### src/rtl/final_addition_deskew.sv
// Realigns the staggered slice outputs of a pipelined adder into one aligned sum.
// Optional macro FINAL_ADDITION_DESKEW_CNT_EN adds a saturating 16-bit out_count.

module deskew_lane #(
  parameter int PSW   = 2,
  parameter int DEPTH = 1,
  parameter int OFF_W = 1
) (
  input  logic             clk,
  input  logic             rst_n,
  input  logic [PSW-1:0]   slice_in,
  input  logic [OFF_W-1:0] off,
  output logic [PSW-1:0]   aligned
);
  logic [DEPTH:1][PSW-1:0] dly;
  logic [DEPTH:0][PSW-1:0] tap;

  // tap[i] is the slice value captured i cycles ago; tap[0] is the live input
  assign tap     = {dly, slice_in};
  assign aligned = tap[off];

  always_ff @(posedge clk or negedge rst_n) begin
    if (!rst_n) dly <= '0;
    else        dly <= tap[DEPTH-1:0];
  end
endmodule

module final_addition_deskew #(
  parameter int WIDTH            = 16,
  parameter int PIPE_STAGE_WIDTH = 2,
  parameter int PIPELINE_BITS    = 3
) (
  input  logic                     clk,
  input  logic                     rst_n,
  input  logic [PIPELINE_BITS-1:0] pipes,
  input  logic                     in_valid,
  output logic                     in_ready,
  input  logic [WIDTH-1:0]         sum_in,
  output logic                     out_valid,
  output logic [WIDTH-1:0]         out_sum,
  output logic                     cfg_err,
`ifdef FINAL_ADDITION_DESKEW_CNT_EN
  output logic [15:0]              out_count,
`endif
  output logic                     busy
);
  localparam int N = WIDTH / PIPE_STAGE_WIDTH;

  // Arrival delay of slice k: number of enabled stages at or below it.
  function automatic int dly_of(input int p, input int k);
    int inv, c;
    inv = (p >= 1 && p <= 4) ? 5 - p : 0;
    c   = 0;
    for (int i = 0; i <= k; i++)
      if (i != N-1 && inv != 0 && ((N-1-i) % inv) == 0) c++;
    return c;
  endfunction

  function automatic int lat_max();
    int m;
    m = 0;
    for (int p = 1; p < 5; p++)
      if (dly_of(p, N-1) > m) m = dly_of(p, N-1);
    return m;
  endfunction

  localparam int LMAX  = lat_max();
  localparam int DEPTH = (LMAX > 0) ? LMAX : 1;
  localparam int OFF_W = $clog2(DEPTH + 1);

  function automatic logic [4:0][N-1:0][OFF_W-1:0] off_table();
    logic [4:0][N-1:0][OFF_W-1:0] t;
    for (int p = 0; p < 5; p++)
      for (int k = 0; k < N; k++)
        t[p][k] = OFF_W'(dly_of(p, N-1) - dly_of(p, k));
    return t;
  endfunction

  function automatic logic [4:0][OFF_W-1:0] lat_table();
    logic [4:0][OFF_W-1:0] t;
    for (int p = 0; p < 5; p++) t[p] = OFF_W'(dly_of(p, N-1));
    return t;
  endfunction

  localparam logic [4:0][N-1:0][OFF_W-1:0] OFF_TBL = off_table();
  localparam logic [4:0][OFF_W-1:0]        LAT_TBL = lat_table();

  localparam logic [0:0] RUN   = 1'b0;
  localparam logic [0:0] DRAIN = 1'b1;

  logic [0:0]                        state;
  logic [PIPELINE_BITS-1:0]          pipes_q, pipes_eff;
  logic                              accept, inflight, out_vld_d;
  logic [OFF_W-1:0]                  lat;
  logic [N-1:0][OFF_W-1:0]           off;
  logic [DEPTH:1]                    vld_q;
  logic [DEPTH:0]                    vld_pipe;
  logic [N-1:0][PIPE_STAGE_WIDTH-1:0] aligned;

  assign cfg_err   = (32'(pipes) > 32'd4);
  assign pipes_eff = cfg_err ? '0 : pipes;
  assign in_ready  = (state == RUN);
  assign accept    = in_valid && in_ready;
  assign vld_pipe  = {vld_q, accept};
  assign out_vld_d = vld_pipe[lat];
  assign busy      = (state == DRAIN) || inflight;

  always_comb begin
    lat = LAT_TBL[0];
    off = OFF_TBL[0];
    case (pipes_q)
      PIPELINE_BITS'(1): begin lat = LAT_TBL[1]; off = OFF_TBL[1]; end
      PIPELINE_BITS'(2): begin lat = LAT_TBL[2]; off = OFF_TBL[2]; end
      PIPELINE_BITS'(3): begin lat = LAT_TBL[3]; off = OFF_TBL[3]; end
      PIPELINE_BITS'(4): begin lat = LAT_TBL[4]; off = OFF_TBL[4]; end
      default: ;
    endcase
  end

  // Bits above the current latency are stale history and never count as in flight
  always_comb begin
    inflight = 1'b0;
    for (int i = 1; i <= DEPTH; i++)
      if (OFF_W'(i) <= lat) inflight = inflight | vld_q[i];
  end

  always_ff @(posedge clk or negedge rst_n) begin
    if (!rst_n) begin
      state   <= RUN;
      pipes_q <= '0;
      vld_q   <= '0;
    end else begin
      vld_q <= vld_pipe[DEPTH-1:0];
      case (state)
        RUN:   if (pipes_eff != pipes_q) state <= DRAIN;
        DRAIN: if (!inflight) begin
          state   <= RUN;
          pipes_q <= pipes_eff;
          // stale history must not alias into a longer new latency
          vld_q   <= '0;
        end
        default: state <= RUN;
      endcase
    end
  end

  for (genvar g = 0; g < N; g++) begin : g_lane
    deskew_lane #(.PSW(PIPE_STAGE_WIDTH), .DEPTH(DEPTH), .OFF_W(OFF_W)) u_lane (
      .clk      (clk),
      .rst_n    (rst_n),
      .slice_in (sum_in[g*PIPE_STAGE_WIDTH +: PIPE_STAGE_WIDTH]),
      .off      (off[g]),
      .aligned  (aligned[g])
    );
  end

  always_ff @(posedge clk or negedge rst_n) begin
    if (!rst_n) begin
      out_valid <= 1'b0;
      out_sum   <= '0;
    end else begin
      out_valid <= out_vld_d;
      if (out_vld_d) out_sum <= aligned;
    end
  end

`ifdef FINAL_ADDITION_DESKEW_CNT_EN
  always_ff @(posedge clk or negedge rst_n) begin
    if (!rst_n) out_count <= '0;
    else if (out_valid && out_count != 16'hFFFF) out_count <= out_count + 16'd1;
  end
`endif
endmodule

### config.mk
export PLATFORM = sky130hd
export DESIGN_NAME = final_addition_deskew
export DESIGN_NICKNAME = d
export VERILOG_FILES = /design/src/rtl/final_addition_deskew.sv
export SDC_FILE = /design/constraint.sdc
export NUM_CORES = 1
export LEC_CHECK = 0
export ABC_AREA = 1
export CAP_MARGIN = 20
export CORE_ASPECT_RATIO = 0.5
export CORE_MARGIN = 4
export CORE_UTILIZATION = 52
export CTS_CLUSTER_DIAMETER = 200
export DETAILED_ROUTE_END_ITERATION = 12
export GPL_ROUTABILITY_DRIVEN = 0
export PLACE_DENSITY = 0.77
export REMOVE_ABC_BUFFERS = 1
export SLEW_MARGIN = 20
export SYNTH_ARGS = -nofsm -noshare
export SYNTH_HDL_FRONTEND = slang
export SYNTH_SLANG_ARGS = --single-unit
### constraint.sdc
create_clock -name clk -period 1.7 [get_ports clk]
set_input_delay 0.51 -clock clk [delete_from_list [all_inputs] [get_ports clk]]
set_output_delay 0.51 -clock clk [all_outputs]
set_load 0.05 [all_outputs]
Word level (Yosys, flattened, before mapping)
Cells that the tools add are included. Widths: inputs -> output; s select.

Bits of input ports: 22. Logic and storage cells: 127. Output and inout port bits: 20. Register bits after elaboration: 140.

Mux-type cells: 33. Reductions and logical operators: 3. Equality and inequality tests: 5. $lt $le $gt $ge: 17. Bitwise logic cells: 8.

Operators with widths (count): $pmux 16 s4 (1); $bmux 2 s3 (8); $lt 3x4->1 const B (6); $mux 2 (8); $mux 7 (2); $le 3x3->1 const A (4); $pmux 3 s4 (1); $mux 1 (10); $lt 1x4->1 const AB (2); $eq 3x2->1 const B (2); $le 2x3->1 const A (2); $or 1x1->1 (6); $lt 1x4->1 const B (1); $bmux 1 s3 (1); $eq 3x1->1 const B (1); $eq 3x3->1 const B (1); $gt 3x3->1 const B (1); $le 1x3->1 const A (1); $mux 3 (1); $ne 3x3->1 (1); $not 1->1 (2); $pmux 1 s2 (1); $reduce_and 2->1 (1); $logic_and 1x1->1 (1); $logic_or 1x1->1 (1).

Depth between registers and ports, before layout
Gate-level depths: netlist of run 1.

Depth after elaboration: 18. Mapped depth: 12. Depth with buffers taken out: 10.

By module
From an unflattened synthesis of run 1, not the netlist that was laid out.

Cells, all modules: 705. Area total of the unflattened synthesis: 5979.5 µm².

By module, submodules not included: deskew_lane (instances 8, cells an instance 68, sequential area each 350.3 µm², area each 573.0 µm²); final_addition_deskew (instances 1, cells an instance 161, sequential area each 700.7 µm², area each 1395.1 µm²).

Worst setup path before layout of run 1
OpenSTA, ideal clock, no wires.

Kind: register to output. Start point: register pipes_q[2]. End point: output busy. Arrival time: 1.422 ns. Slack: -0.232 ns. Stages on the path, launching flop included: 7. Required time: 1.190 ns. Cell sequence: dfrtp_1 -> buf_6 -> clkinv_4 -> nand2_2 -> nand2_1 -> o21ai_0 -> nand3_1.

Cells in the longest elaborated chain, start to end: 17. Elaborated cells between the ends (all ways): 26. Classes of those cells: order compare (7); eq/ne (4); mux (8); bitwise (6); reduce/logical (1).

Ends and longest elaborated chain: from (decl) (RTL line 92) `logic [PIPELINE_BITS-1:0] pipes_q, pipes_eff;`; from (signal assigned) (RTL line 138) `pipes_q <= pipes_eff;`; $eq 3x3->1 (tied with other cells) (RTL line 111) `case (pipes_q)`; $pmux 3 s4 * (RTL line 111); $le 1x3->1 (RTL line 124) `if (OFF_W'(i) <= lat) inflight = inflight | vld_q[i];`; $mux 1 (RTL line 124); $or 1x1->1 (RTL line 124); $mux 1 (RTL line 124); $or 1x1->1 (RTL line 124); $mux 1 (RTL line 124); $or 1x1->1 (RTL line 124); $mux 1 (RTL line 124); $or 1x1->1 (RTL line 124); $mux 1 (RTL line 124); $or 1x1->1 (RTL line 124); $mux 1 (RTL line 124); $or 1x1->1 (RTL line 124); $mux 1 * (RTL line 124); $logic_or 1x1->1 * (RTL line 106) `assign busy = (state == DRAIN) || inflight;`; to (decl) (RTL line 45) `output logic busy`.

Mark *: on every way between the ends. The rest lies on a longest branch, timed or not.

Worst setup path after layout of run 1
Start point: register pipes_q[0]. End point: output busy.

The elaborated chain is that of the path after synthesis.

==> impl_metrics.json, run 1 <==
{
  "vdd_ir_drop_max_mv": 1.07,
  "cp.required_ns": 1.19,
  "cts_buffer_depth": 2,
  "slew_headroom_pct": 75.0,
  "ys_types": 27,
  "postLayoutCoreUtil_pct": 80.3,
  "drt_pre_antenna_iters": 4,
  "min_path_type": "in -> async",
  "start_kind": "register",
  "die_w_um": 112,
  "final_hold_viol_count": 0,
  "synth_most_common_cell": "nand2_1",
  "powerDensity_nw_per_um2": 2180,
  "crit_type": "reg -> out",
  "grt_pass1_vias": 2381,
  "drt-initial-drc-count": 134,
  "area_growth_pct": 45.0,
  "grt_usage_pct": 24.0,
  "finalWorstSetupSlack_ns": -0.417,
  "dp_cells": 413,
  "p_comb_share_pct": 57.5,
  "status": "finished, violations left",
  "fin_nets": 383,
  "initial_core_util_pct": 55.4,
  "syn_area_um2": 2820,
  "p_leak_nw": 2.07,
  "p_int_mw": 4.97,
  "grt_pass1_wl_um": 11900,
  "finalPower_mw": 8.93,
  "cp-end-kind": "output pin",
  "yosysWarningCount": 0,
  "cts.sinks": 72,
  "synth-main-ff-cell": "dfrtp_1",
  "power_frac_clock_pct": 14.6,
  "post-route-drc-count": 0,
  "setup_viol": 27,
  "switching_share_pct": 44.4,
  "placed_area_um2": 3650,
  "vias": 2348,
  "fin_skew_ns": 0.0106,
  "p_sw_mw": 3.97,
  "hold_buffers": 0,
  "r2r_end": "out_sum[14]",
  "worstMarginPinSlew_ns": 0.375,
  "sequentialPowerShare_pct": 27.9,
  "syn_avg_cell_area_um2": 9.93,
  "clk-insertion-delay-late_ns": 0.35,
  "synth-edff-count": 0,
  "cts_root_buf": "clkbuf_8",
  "antenna_found_initial": 0,
  "regToRegStartpoint": "pipes_q[0]",
  "drv_slew": 0,
  "fin_crit_ns": 2.12,
  "crit_path_max_fanout": 6,
  "avgViaCountPerCell": 5.40,
  "overflow": 0,
  "numCtsBuffers": 9,
  "die_area_um2": 6740,
  "synthCells": 284,
  "ff2ff_setup_slack_ns": -0.14,
  "synth_top_area_share_pct": 63.9,
  "grt_setup_unrepaired": "yes",
  "crit_arrival_ns": 1.61,
  "synth-async-reset-ratio_pct": 100,
  "maxCapViolCount": 0,
  "yosys-top-cells-count": "nand2_1 (98), dfrtp_1 (72), inv_1 (27), nand3_1 (18), a21oi_1 (15)",
  "period_share_pct": 125,
  "clk_pin_slew_ns": 0.07,
  "cts_tree": "done",
  "wire_per_inst_um": 17.2,
  "dp_hpwl_um": 4190,
  "finalInstanceArea_um2": 4090,
  "drive_gt1_share_pct": 32.6,
  "synth_area_leader_cell": "dfrtp_1",
  "grt_max_degree": 73,
  "seq_area_frac_synth_pct": 63.9,
  "h-tree-depth": 3,
  "port_buffers": 41,
  "max_freq_mhz": 472,
  "coreArea_um2": 5090,
  "n_antenna_cell": 0,
  "violations": "negative setup slack",
  "ioPinCount": 42,
  "drtAntennaViolNets": 0,
  "synthTopCellsByArea": "dfrtp_1 (64%), nand2_1 (13%), inv_1 (3.6%)",
  "instances_no_fill": 435,
  "die_y_um": 60.1,
  "rr_worst_depth": 12,
  "ys_seq_elements": 72,
  "drt_wl_total_um": 7490,
  "fp-row-count": 18,
  "fillers": 279
}
==> cells by family after synthesis <==
logic type	Yosys count	synth area share, %
AOI/OAI and AO/OA	30	5.90
xor gates and xnor gates	2	0.621
buffers and inverters	38	6.79
DFF	72	63.9
muxes	2	0.710
and+or+nand+nor	140	22.1
==> metal layers <==
metal / wire length (um) / global-route usage (%) / vias to the layer above
met3: 568 / 8.80 / 18
met5: 0 / 0 / -
met1: 2860 / 28.0 / 1180
li1: - / - / 1048
met2: 3880 / 41.7 / 102
met4: 170 / 9.25 / 0
==> cell type report <==
type | instances | area, um2 | share of cell area [%]
multi-input cells | 174 | 982 | 24.0
flip-flops and latches | 72 | 1810 | 44.2
inverters | 31 | 129 | 3.15
well taps | 70 | 87.6 | 2.14
clock inverters | 5 | 58.8 | 1.44
clock buffers | 10 | 128 | 3.12
repair buffers | 73 | 898 | 22.0
==> through the flow <==
stage                     TNS (ns)  hold WS, ns  worst slack (ns)
after floorplan             -0.409        0.214            -0.409
after global placement       -1.31        0.333            -0.189
after detailed placement     -1.77        0.336            -0.295
after CTS                    -1.57        0.183            -0.373
after global routing         -4.03        0.188            -0.467
final                        -2.50        0.164            -0.417
==> state kept, by name, indices dropped and copies added, names as in the netlist <==
signal and cells:
out_valid 1, g_lane.u_lane.dly 44, pipes_q 3, out_sum 16, state 1, vld_q 7
==> worst max-delay path, stage by stage, from the launching register on <==
cell and delay [ns]:
dfrtp_2 0.48, nor2_4 0.07, nand2_4 0.12, nand2_1 0.11, o21ai_2 0.20, nand3_2 0.12
buf_12 0.16
==> cell usage in the layout, fill, tap and decap left out, types with 6 or more instances in the layout <==
master | Yosys | final
nand2_1 | 98 | 81
dfrtp_1 | 72 | 69
buf_4 | 1 | 26
inv_1 | 27 | 25
buf_12 | 0 | 22
clkdlybuf4s50_1 | 0 | 17
nand2_2 | 4 | 15
a21oi_1 | 15 | 15
nand3_1 | 18 | 12
clkbuf_8 | 0 | 9
nand2_4 | 1 | 7
o21ai_2 | 3 | 7
nand3_2 | 3 | 7
nand4_1 | 6 | 6
==> power by group through the flow <==
stage                     combinational (mW)  clock [mW]  sequential (mW)
after global placement                  4.13           0             2.40
final                                   5.14        1.30             2.49
after floorplan                         1.65           0             2.97
after detailed placement                4.22           0             2.42
after global routing                    5.41        1.41             2.53
after CTS                               4.92        1.32             2.46
==> what timing repair did <==
| item | 4_1_cts | 5_1_grt |
|---|---|---|
| setup buffers | 11 | 2 |
| resized for setup | 49 | 10 |
| cloned | 1 | 0 |
| pin swaps | 12 | 7 |
| endpoints found under the setup margin | 21 | 29 |
==> worst max-delay path by stage <==
stage,from,cells after the start,slack [ns],to
detailed placement,pipes[0],4,-0.29,cfg_err
finish,pipes_q[0],6,-0.42,busy
CTS,pipes_q[1],8,-0.37,busy
global route,pipes_q[0],8,-0.47,busy
global placement,pipes[0],4,-0.19,cfg_err
floorplan,pipes_q[1],7,-0.41,busy
Note: power is estimated with default switching activity, not from simulation.
==> inputs of run 2 (changes only) <==
==> constraint.sdc (replaced) <==
create_clock -name clk -period 2 [get_ports clk]
set_input_delay 0.6 -clock clk [delete_from_list [all_inputs] [get_ports clk]]
set_output_delay 0.6 -clock clk [all_outputs]
set_load 0.05 [all_outputs]
==> impl_metrics.json, run 2 (synthesized netlist as in run 1, its figures left out) <==
{
  "ff2ff_setup_slack_ns": 0.14,
  "grt_setup_unrepaired": "yes",
  "maxCapViolCount": 0,
  "fin_crit_ns": 2.14,
  "finalPower_mw": 6.21,
  "grt_pass1_wl_um": 10300,
  "drive_gt1_share_pct": 23.9,
  "h-tree-depth": 3,
  "layout_commonest_cell": "nand2_1",
  "n_antenna_cell": 0,
  "period_share_pct": 107,
  "min_path_type": "in -> async",
  "avgViaCountPerCell": 5.01,
  "cp.required_ns": 1.40,
  "crit_start": "pipes_q[2]",
  "start_kind": "register",
  "p_leak_nw": 1.89,
  "max_freq_mhz": 467,
  "clk_pin_slew_ns": 0.07,
  "setup_viol": 1,
  "fin_nets": 370,
  "violations": "negative setup slack",
  "wire_per_inst_um": 14.2,
  "post-route-drc-count": 0,
  "fin_skew_ns": 0.0116,
  "drt_pre_antenna_iters": 4,
  "status": "finished, violations left",
  "dp_hpwl_um": 4170,
  "die_w_um": 112,
  "fp-row-count": 18,
  "ioPinCount": 42,
  "cts_root_buf": "clkbuf_8",
  "vdd_ir_drop_max_mv": 1.06,
  "regToRegStartpoint": "pipes_q[1]",
  "port_buffers": 41,
  "crit_path_max_fanout": 4,
  "whs_ns": 0.171,
  "fin_tns_setup_ns": -0.140,
  "vias": 2116,
  "clk-insertion-delay-late_ns": 0.35,
  "largest_reg_flops": 44,
  "drt-initial-drc-count": 123,
  "crit_arrival_ns": 1.54,
  "cts_buffer_depth": 2,
  "grt_pass1_vias": 2182,
  "r2r_end": "out_sum[2]",
  "numCtsBuffers": 9,
  "die_y_um": 60.1,
  "cts.sinks": 72,
  "antenna_found_initial": 0,
  "coreArea_um2": 5090,
  "finalWorstSetupSlack_ns": -0.140,
  "area_growth_pct": 28.7,
  "drt_wl_total_um": 6010,
  "die_area_um2": 6740,
  "rr_worst_depth": 11,
  "powerDensity_nw_per_um2": 1710,
  "final_hold_viol_count": 0,
  "drtAntennaViolNets": 0,
  "crit_type": "reg -> out",
  "grt_usage_pct": 20.4,
  "grt_max_degree": 33,
  "overflow": 0,
  "regMostFlops": "g_lane.u_lane.dly",
  "worstMarginPinSlew_ns": 0.385,
  "largestRegisters": "g_lane.u_lane.dly: 44 flops, out_sum: 16 flops, vld_q: 7 flops",
  "slew_headroom_pct": 74.3,
  "initial_core_util_pct": 55.4,
  "cp-end-kind": "output pin",
  "drv_slew": 0,
  "cts_tree": "done",
  "final_cell_mix": "nand2_1 (97), dfrtp_1 (70), buf_4 (35)",
  "hold_buffers": 0
}
[run 2: cell count changes in the layout (fill, tap and decap cells not counted), moves of 6 or more]
cell / change
nand2_4: -6
buf_4: +9
buf_12: -19
nand2_1: +16
nand2_2: -10
[run 2: stage by stage]
| stage | setup WS, ns | std cells | cell area (um2) | util (%) |
|---|---|---|---|---|
| 6_report | -0.140 | 422 | 3630 | 71.3 |
| 3_3_place_gp | -0.0679 | 402 | 3340 | 65.6 |
| 5_1_grt | -0.269 | 422 | 3630 | 71.3 |
| 2_1_floorplan | -0.199 | 277 | 2750 | - |
| 3_5_place_dp | -0.166 | 402 | 3340 | 65.6 |
| 4_1_cts | -0.149 | 422 | 3630 | 71.3 |
[run 2: worst max path at each step]
stage / end / slack [ns] / cells after the start
after floorplan: busy / -0.20 / 7
after global placement: cfg_err / -0.07 / 4
after detailed placement: cfg_err / -0.17 / 4
after CTS: busy / -0.15 / 8
after global routing: busy / -0.27 / 8
final: busy / -0.14 / 8
[run 2: final cells by class]
type,instances,area (um2)
Multi-Input combinational cell,174,871
Fill cell,377,1460
Sequential cell,72,1800
Timing Repair Buffer,60,539
Inverter,31,124
Tap cell,70,87.6
Clock buffer,12,165
Clock inverter,3,40.0
[run 2: timing repair]
item | CTS | global route
resized for setup | 20 | 1
pin swaps | 7 | 0
endpoints found under the setup margin | 2 | 2
setup buffers | 5 | 0
[run 2: metal layers]
layer  up-vias  global-route usage [%]  wire length [um]
met4         0                    9.25               142
met3        15                    7.79               330
met2        49                    33.8              3020
li1       1029                       -                 -
met1      1023                    24.2              2520
met5         -                       0                 0
[run 2: worst max-delay path, stage by stage, from the launching register on]
cell      delay [ns]
dfrtp_1         0.44
clkinv_4        0.12
nand3_4         0.09
nand3_2         0.07
nand2_1         0.07
inv_2           0.04
nor2_4          0.11
nand3_2         0.09
buf_12          0.16
[run 2: report_power, final]
| group | internal (mW) | switching, mW | leakage [nW] |
|---|---|---|---|
| Clock | 0.667 | 0.502 | 0.108 |
| Sequential | 1.76 | 0.194 | 0.866 |
| Combinational | 1.02 | 2.06 | 0.918 |
==> inputs of run 3 (changes only) <==
--- a/config.mk
+++ b/config.mk
@@ -7,12 +7,13 @@
 export LEC_CHECK = 0
 export ABC_AREA = 1
 export CAP_MARGIN = 20
-export CORE_ASPECT_RATIO = 0.5
+export CORE_ASPECT_RATIO = 1.1
 export CORE_MARGIN = 4
 export CORE_UTILIZATION = 52
 export CTS_CLUSTER_DIAMETER = 200
 export DETAILED_ROUTE_END_ITERATION = 12
 export GPL_ROUTABILITY_DRIVEN = 0
+export HOLD_SLACK_MARGIN = 0.02
 export PLACE_DENSITY = 0.77
 export REMOVE_ABC_BUFFERS = 1
 export SLEW_MARGIN = 20
==> impl_metrics.json, run 3 (synthesized netlist as in run 1, its figures left out) <==
{
  "fin_tns_setup_ns": -0.147,
  "fin_crit_ns": 2.15,
  "postLayoutCoreUtil_pct": 71.9,
  "crit_chain": "nor2_4 -> nand2_4 -> nand2_4 -> nand2_4 -> nand2_2 -> nor2_4 -> nand3_2 -> buf_12",
  "regMostFlops": "g_lane.u_lane.dly",
  "drv_slew": 0,
  "drt_pre_antenna_iters": 4,
  "coreArea_um2": 5130,
  "vias": 2120,
  "die_w_um": 78.2,
  "path_common_cell": "nand2_4",
  "area_growth_pct": 30.9,
  "clk-insertion-delay-late_ns": 0.34,
  "clk_pin_slew_ns": 0.07,
  "max_freq_mhz": 466,
  "slew_headroom_pct": 75.8,
  "h-tree-depth": 3,
  "crit_arrival_ns": 1.55,
  "setup_viol": 1,
  "die_area_um2": 6670,
  "cts.sinks": 72,
  "port_buffers": 41,
  "cts_root_buf": "clkbuf_8",
  "cp-end-kind": "output pin",
  "period_share_pct": 107,
  "crit_path_max_fanout": 6,
  "dp_hpwl_um": 3800,
  "min_path_type": "in -> async",
  "antenna_found_initial": 0,
  "drt-initial-drc-count": 145,
  "largest_reg_flops": 44,
  "drt_wl_total_um": 5740,
  "grt_usage_pct": 19.1,
  "grt_setup_unrepaired": "yes",
  "drtAntennaViolNets": 0,
  "avgViaCountPerCell": 4.96,
  "slowest_delay_ns": 0.48,
  "fp-row-count": 27,
  "final_cell_mix": "nand2_1 (96), dfrtp_1 (69), buf_4 (37)",
  "fin_skew_ns": 0.00740,
  "drive_gt1_share_pct": 24.2,
  "regToRegStartpoint": "pipes_q[1]",
  "ioPinCount": 42,
  "vdd_ir_drop_max_mv": 1.38,
  "instances_no_fill": 427,
  "final_hold_viol_count": 0,
  "dp_cells": 404,
  "post-route-drc-count": 0,
  "cts_tree": "done",
  "finalWorstSetupSlack_ns": -0.147,
  "fin_nets": 373,
  "worst_path_max_delay_cell": "dfrtp_2",
  "overflow": 0,
  "cts_buffer_depth": 2,
  "status": "finished, violations left",
  "maxCapViolCount": 0,
  "layout_commonest_cell": "nand2_1",
  "worstMarginPinSlew_ns": 0.364,
  "grt_pass1_wl_um": 9930,
  "die_y_um": 85.2,
  "r2r_end": "pipes_q[1]",
  "largestRegisters": "g_lane.u_lane.dly: 44 flops, out_sum: 16 flops, vld_q: 7 flops",
  "powerDensity_nw_per_um2": 1730,
  "crit_type": "reg -> out",
  "start_kind": "register",
  "n_antenna_cell": 0,
  "wire_per_inst_um": 13.4,
  "numCtsBuffers": 9,
  "grt_max_degree": 73,
  "grt_pass1_vias": 2146,
  "ff2ff_setup_slack_ns": 0.05,
  "rr_worst_depth": 13,
  "p_leak_nw": 1.94,
  "violations": "negative setup slack",
  "initial_core_util_pct": 54.9,
  "cp.required_ns": 1.40
}
[run 3: layout make-up]
class / instances / area (um2)
fillers: 382 / 1440
multi-input cells: 174 / 893
well taps: 72 / 90.1
clock buffers: 11 / 131
clock inverters: 4 / 70.1
repair buffers: 63 / 578
inverters: 31 / 124
flip-flops and latches: 72 / 1810
[run 3: worst max path at each step]
stage          cells past startpoint       to       start  slack, ns
6_report                           8     busy  pipes_q[0]      -0.15
5_1_grt                            8     busy  pipes_q[0]      -0.23
4_1_cts                            8     busy  pipes_q[2]      -0.16
3_5_place_dp                       4  cfg_err    pipes[0]      -0.10
3_3_place_gp                       4  cfg_err    pipes[0]      -0.08
2_1_floorplan                      7     busy  pipes_q[1]      -0.20
[run 3: stage by stage]
stage          setup WS, ns  area (um2)  power (mW)  hold WS (ns)
6_report             -0.147        3690        6.39         0.272
4_1_cts              -0.164        3650        6.37         0.290
2_1_floorplan        -0.199        2750        3.93         0.304
5_1_grt              -0.229        3690        6.83         0.299
3_3_place_gp        -0.0765        3350        4.97         0.333
3_5_place_dp         -0.101        3350        5.03         0.335
[run 3: power by group]
part,switching (mW),internal (mW)
Sequential,0.203,1.76
Clock,0.498,0.692
Combinational,2.09,1.14
[run 3: worst max-delay path, delay by kind of cell (launching register included)]
kind                   cells  cell delay [ns]
and+or+nand+nor            7             0.58
DFF                        1             0.48
buffers and inverters      1             0.16
[run 3: routing by layer]
layer / share of wire, % / vias up / global-route usage [%]
met3: 6.1 / 6 / 6.79
met5: 0 / - / 0
li1: - / 1032 / -
met1: 43 / 1034 / 23.8
met2: 50 / 48 / 31.9
met4: 0.96 / 0 / 4.93
[run 3: repair_timing]
| action | CTS | global route |
|---|---|---|
| hold endpoints to repair | 0 | 0 |
| hold buffers | 0 | 0 |
| cloned | 0 | 0 |
| pin swaps | 6 | 6 |
| resized for setup | 15 | 11 |
| endpoints found under the setup margin | 2 | 12 |
| setup buffers | 8 | 0 |
==> edit: new RTL, flow settings as in run 1 <==
Change the parameter `PIPELINE_BITS` from 3 to 6.
--- a/src/rtl/final_addition_deskew.sv
+++ b/src/rtl/final_addition_deskew.sv
@@ -28,7 +28,7 @@
 module final_addition_deskew #(
   parameter int WIDTH            = 16,
   parameter int PIPE_STAGE_WIDTH = 2,
-  parameter int PIPELINE_BITS    = 3
+  parameter int PIPELINE_BITS    = 6
 ) (
   input  logic                     clk,
   input  logic                     rst_n,
Ports: changed (resized pipes); port bits go from 42 to 45. No check against the original RTL was run, so the function may have changed too.
==> edit against run 1 <==
The run still ends with setup timing left; area after synthesis is 13% higher; final area rose by 16%; sequential cell count up 7; critical path depth rose by 5; cell count is 15% higher; setup slack got worse by 160 ps; routed wire length rose by 26%; utilization grew 2.7 points; power decreased by 12%; clock power increased by 57%; largest power group unchanged.
==> edit: results (changes against run 1) <==
metric,value,unit,change
cts-htree-levels,3,,unchanged
first_pass_iters,5,,+1
critPathMaxFanout,3,,-3
met2_length,4720,um,+22%
nets,450,,+17%
grt_pass1_wl,13900,um,+16%
ys_top_cells_by_area,"dfrtp_1 (62%), nand2_1 (12%), nand3_1 (5.5%), inv_1 (3.8%), nand2_2 (3.1%)",,
clk_pin_slew,60,ps,
tightest_slew,412,ps,+36.4 ps
fillers,277,,-0.72%
skew,4.42,ps,-6.21 ps
via_per_inst,5.52,,+2.3%
p_leak,0.00241,uW,+16%
grt_max_degree,34,,-53%
synthMuxAreaShare,0,,-0.00710
met3WireLength,687,um,+21%
grt_usage,0.240,,-0.000407
violations,setup timing,,
clock_latency,330,ps,-20 ps
irDropWorstVdd,0.938,mV,-12%
top_regs,"g_lane.u_lane.dly x48, out_sum x16, vld_q x7",,
synth_common_cells,"nand2_1 (99), dfrtp_1 (79), nand3_1 (35)",,
area_growth,48.7,%,
ys_seq_area_frac,0.621,,-0.0183
placed_area,4080,um^2,+12%
run_status,"finished, violations left",,
grt_antenna_before_repair,0,,unchanged
setup_tns,-4750,ps,-2250 ps
period_needed,2270,ps,+157 ps
synth_cell_types,23,,-15%
drive_above_1_share,0.364,,+0.0376
port_buffers,44,,+7.3%
fin_ws,-573,ps,-157 ps
met1_length,3640,um,+27%
clockRootBuffer,clkbuf_16,,
wl_per_cell,18.8,um,+9.4%
synth_compound_area_frac,0.0322,,-0.0268
crit_arrival,1760,ps,+150 ps
dp_hpwl,4980,um,+19%
hold_path_class,in2async,,
finalSetupViolCount,29,,+7.4%
grt_pass1_vias,2825,,+19%
synth_xor_area_frac,0.00550,,-0.000712
drtIter0Drc,256,,+91%
==> edit: changes by cell type after synthesis, sizes merged, moves of 7 or more <==
cell | before | now
nand3 | 22 | 40
inv | 30 | 37
dfrtp | 72 | 79
a21oi | 15 | 0
nor2 | 6 | 26
nand2 | 103 | 116
==> edit: worst max-delay path, cell delays in order, from the launching register on <==
cell and delay, ps:
dfrtp_2 450, buf_6 130, inv_2 50, nand2_2 60, nor2_4 130, nand2_2 80
nand2_2 100, nand2_2 80, nand2_2 100, nor2_4 40, nand2_2 70, buf_12 130
==> edit: routing by layer <==
layer / GRT usage / vias up
met3: 0.0634 / 37
met4: 0.0924 / 0
li1: - / 1225
met1: 0.275 / 1348
met5: 0 / -
met2: 0.434 / 162
==> edit: cell families (layout without fill, tap and decap cells) <==
logic type	count (synthesis)	count (layout)
flip-flops	79	79
AND/OR/NAND/NOR	187	188
AO/OA/AOI/OAI	19	19
XOR/XNOR	2	2
buffers and inverters	46	141
==> edit: area by class of cell <==
class                           instances  area share
Clock inverter                          5      0.0177
Multi-Input combinational cell        209       0.253
Sequential cell                        79       0.419
Clock buffer                           10      0.0483
Timing Repair Buffer                   88       0.210
Inverter                               37      0.0306
Tap cell                               73      0.0193
Timing Repair inverter                  1     0.00159
==> edit: worst paths after layout <==
check	start	end	slack (ps)	depth (start not counted)
max	pipes_q[4]	busy	-570	11
min	rst_n	g_lane[1].u_lane.dly[2]	100	1
max reg2reg	pipes_q[4]	out_sum[2]	-370	11
min reg2reg	g_lane[0].u_lane.dly[7]	g_lane[0].u_lane.dly[9]	350	0
max in group asynchronous	rst_n	g_lane[4].u_lane.dly[1]	1060	2
min in group clk	g_lane[0].u_lane.dly[7]	g_lane[0].u_lane.dly[9]	350	0
==> edit: report_power, final <==
| group | total [uW] | internal (uW) | switching, uW | leakage, uW |
|---|---|---|---|---|
| Combinational | 3230 | 1410 | 1820 | 0.00131 |
| Sequential | 2580 | 2210 | 369 | 0.000948 |
| Clock | 2040 | 1280 | 756 | 0.000145 |
==> edit: through the flow <==
stage          cells  setup WS, ps  power (uW)
6_report         502          -573        7840
3_3_place_gp     472          -310        5330
4_1_cts          497          -483        7560
3_5_place_dp     472          -393        5420
5_1_grt          502          -629        8140
2_1_floorplan    324          -388        3900
==> edit: what timing repair did <==
action | 4_1_cts | 5_1_grt
setup endpoints to repair | 30 | 32
hold endpoints to repair | 0 | 0
gates resized for setup | 44 | 43
buffers inserted | 10 | 7
pin swaps | 11 | 14
gates cloned | 1 | 1
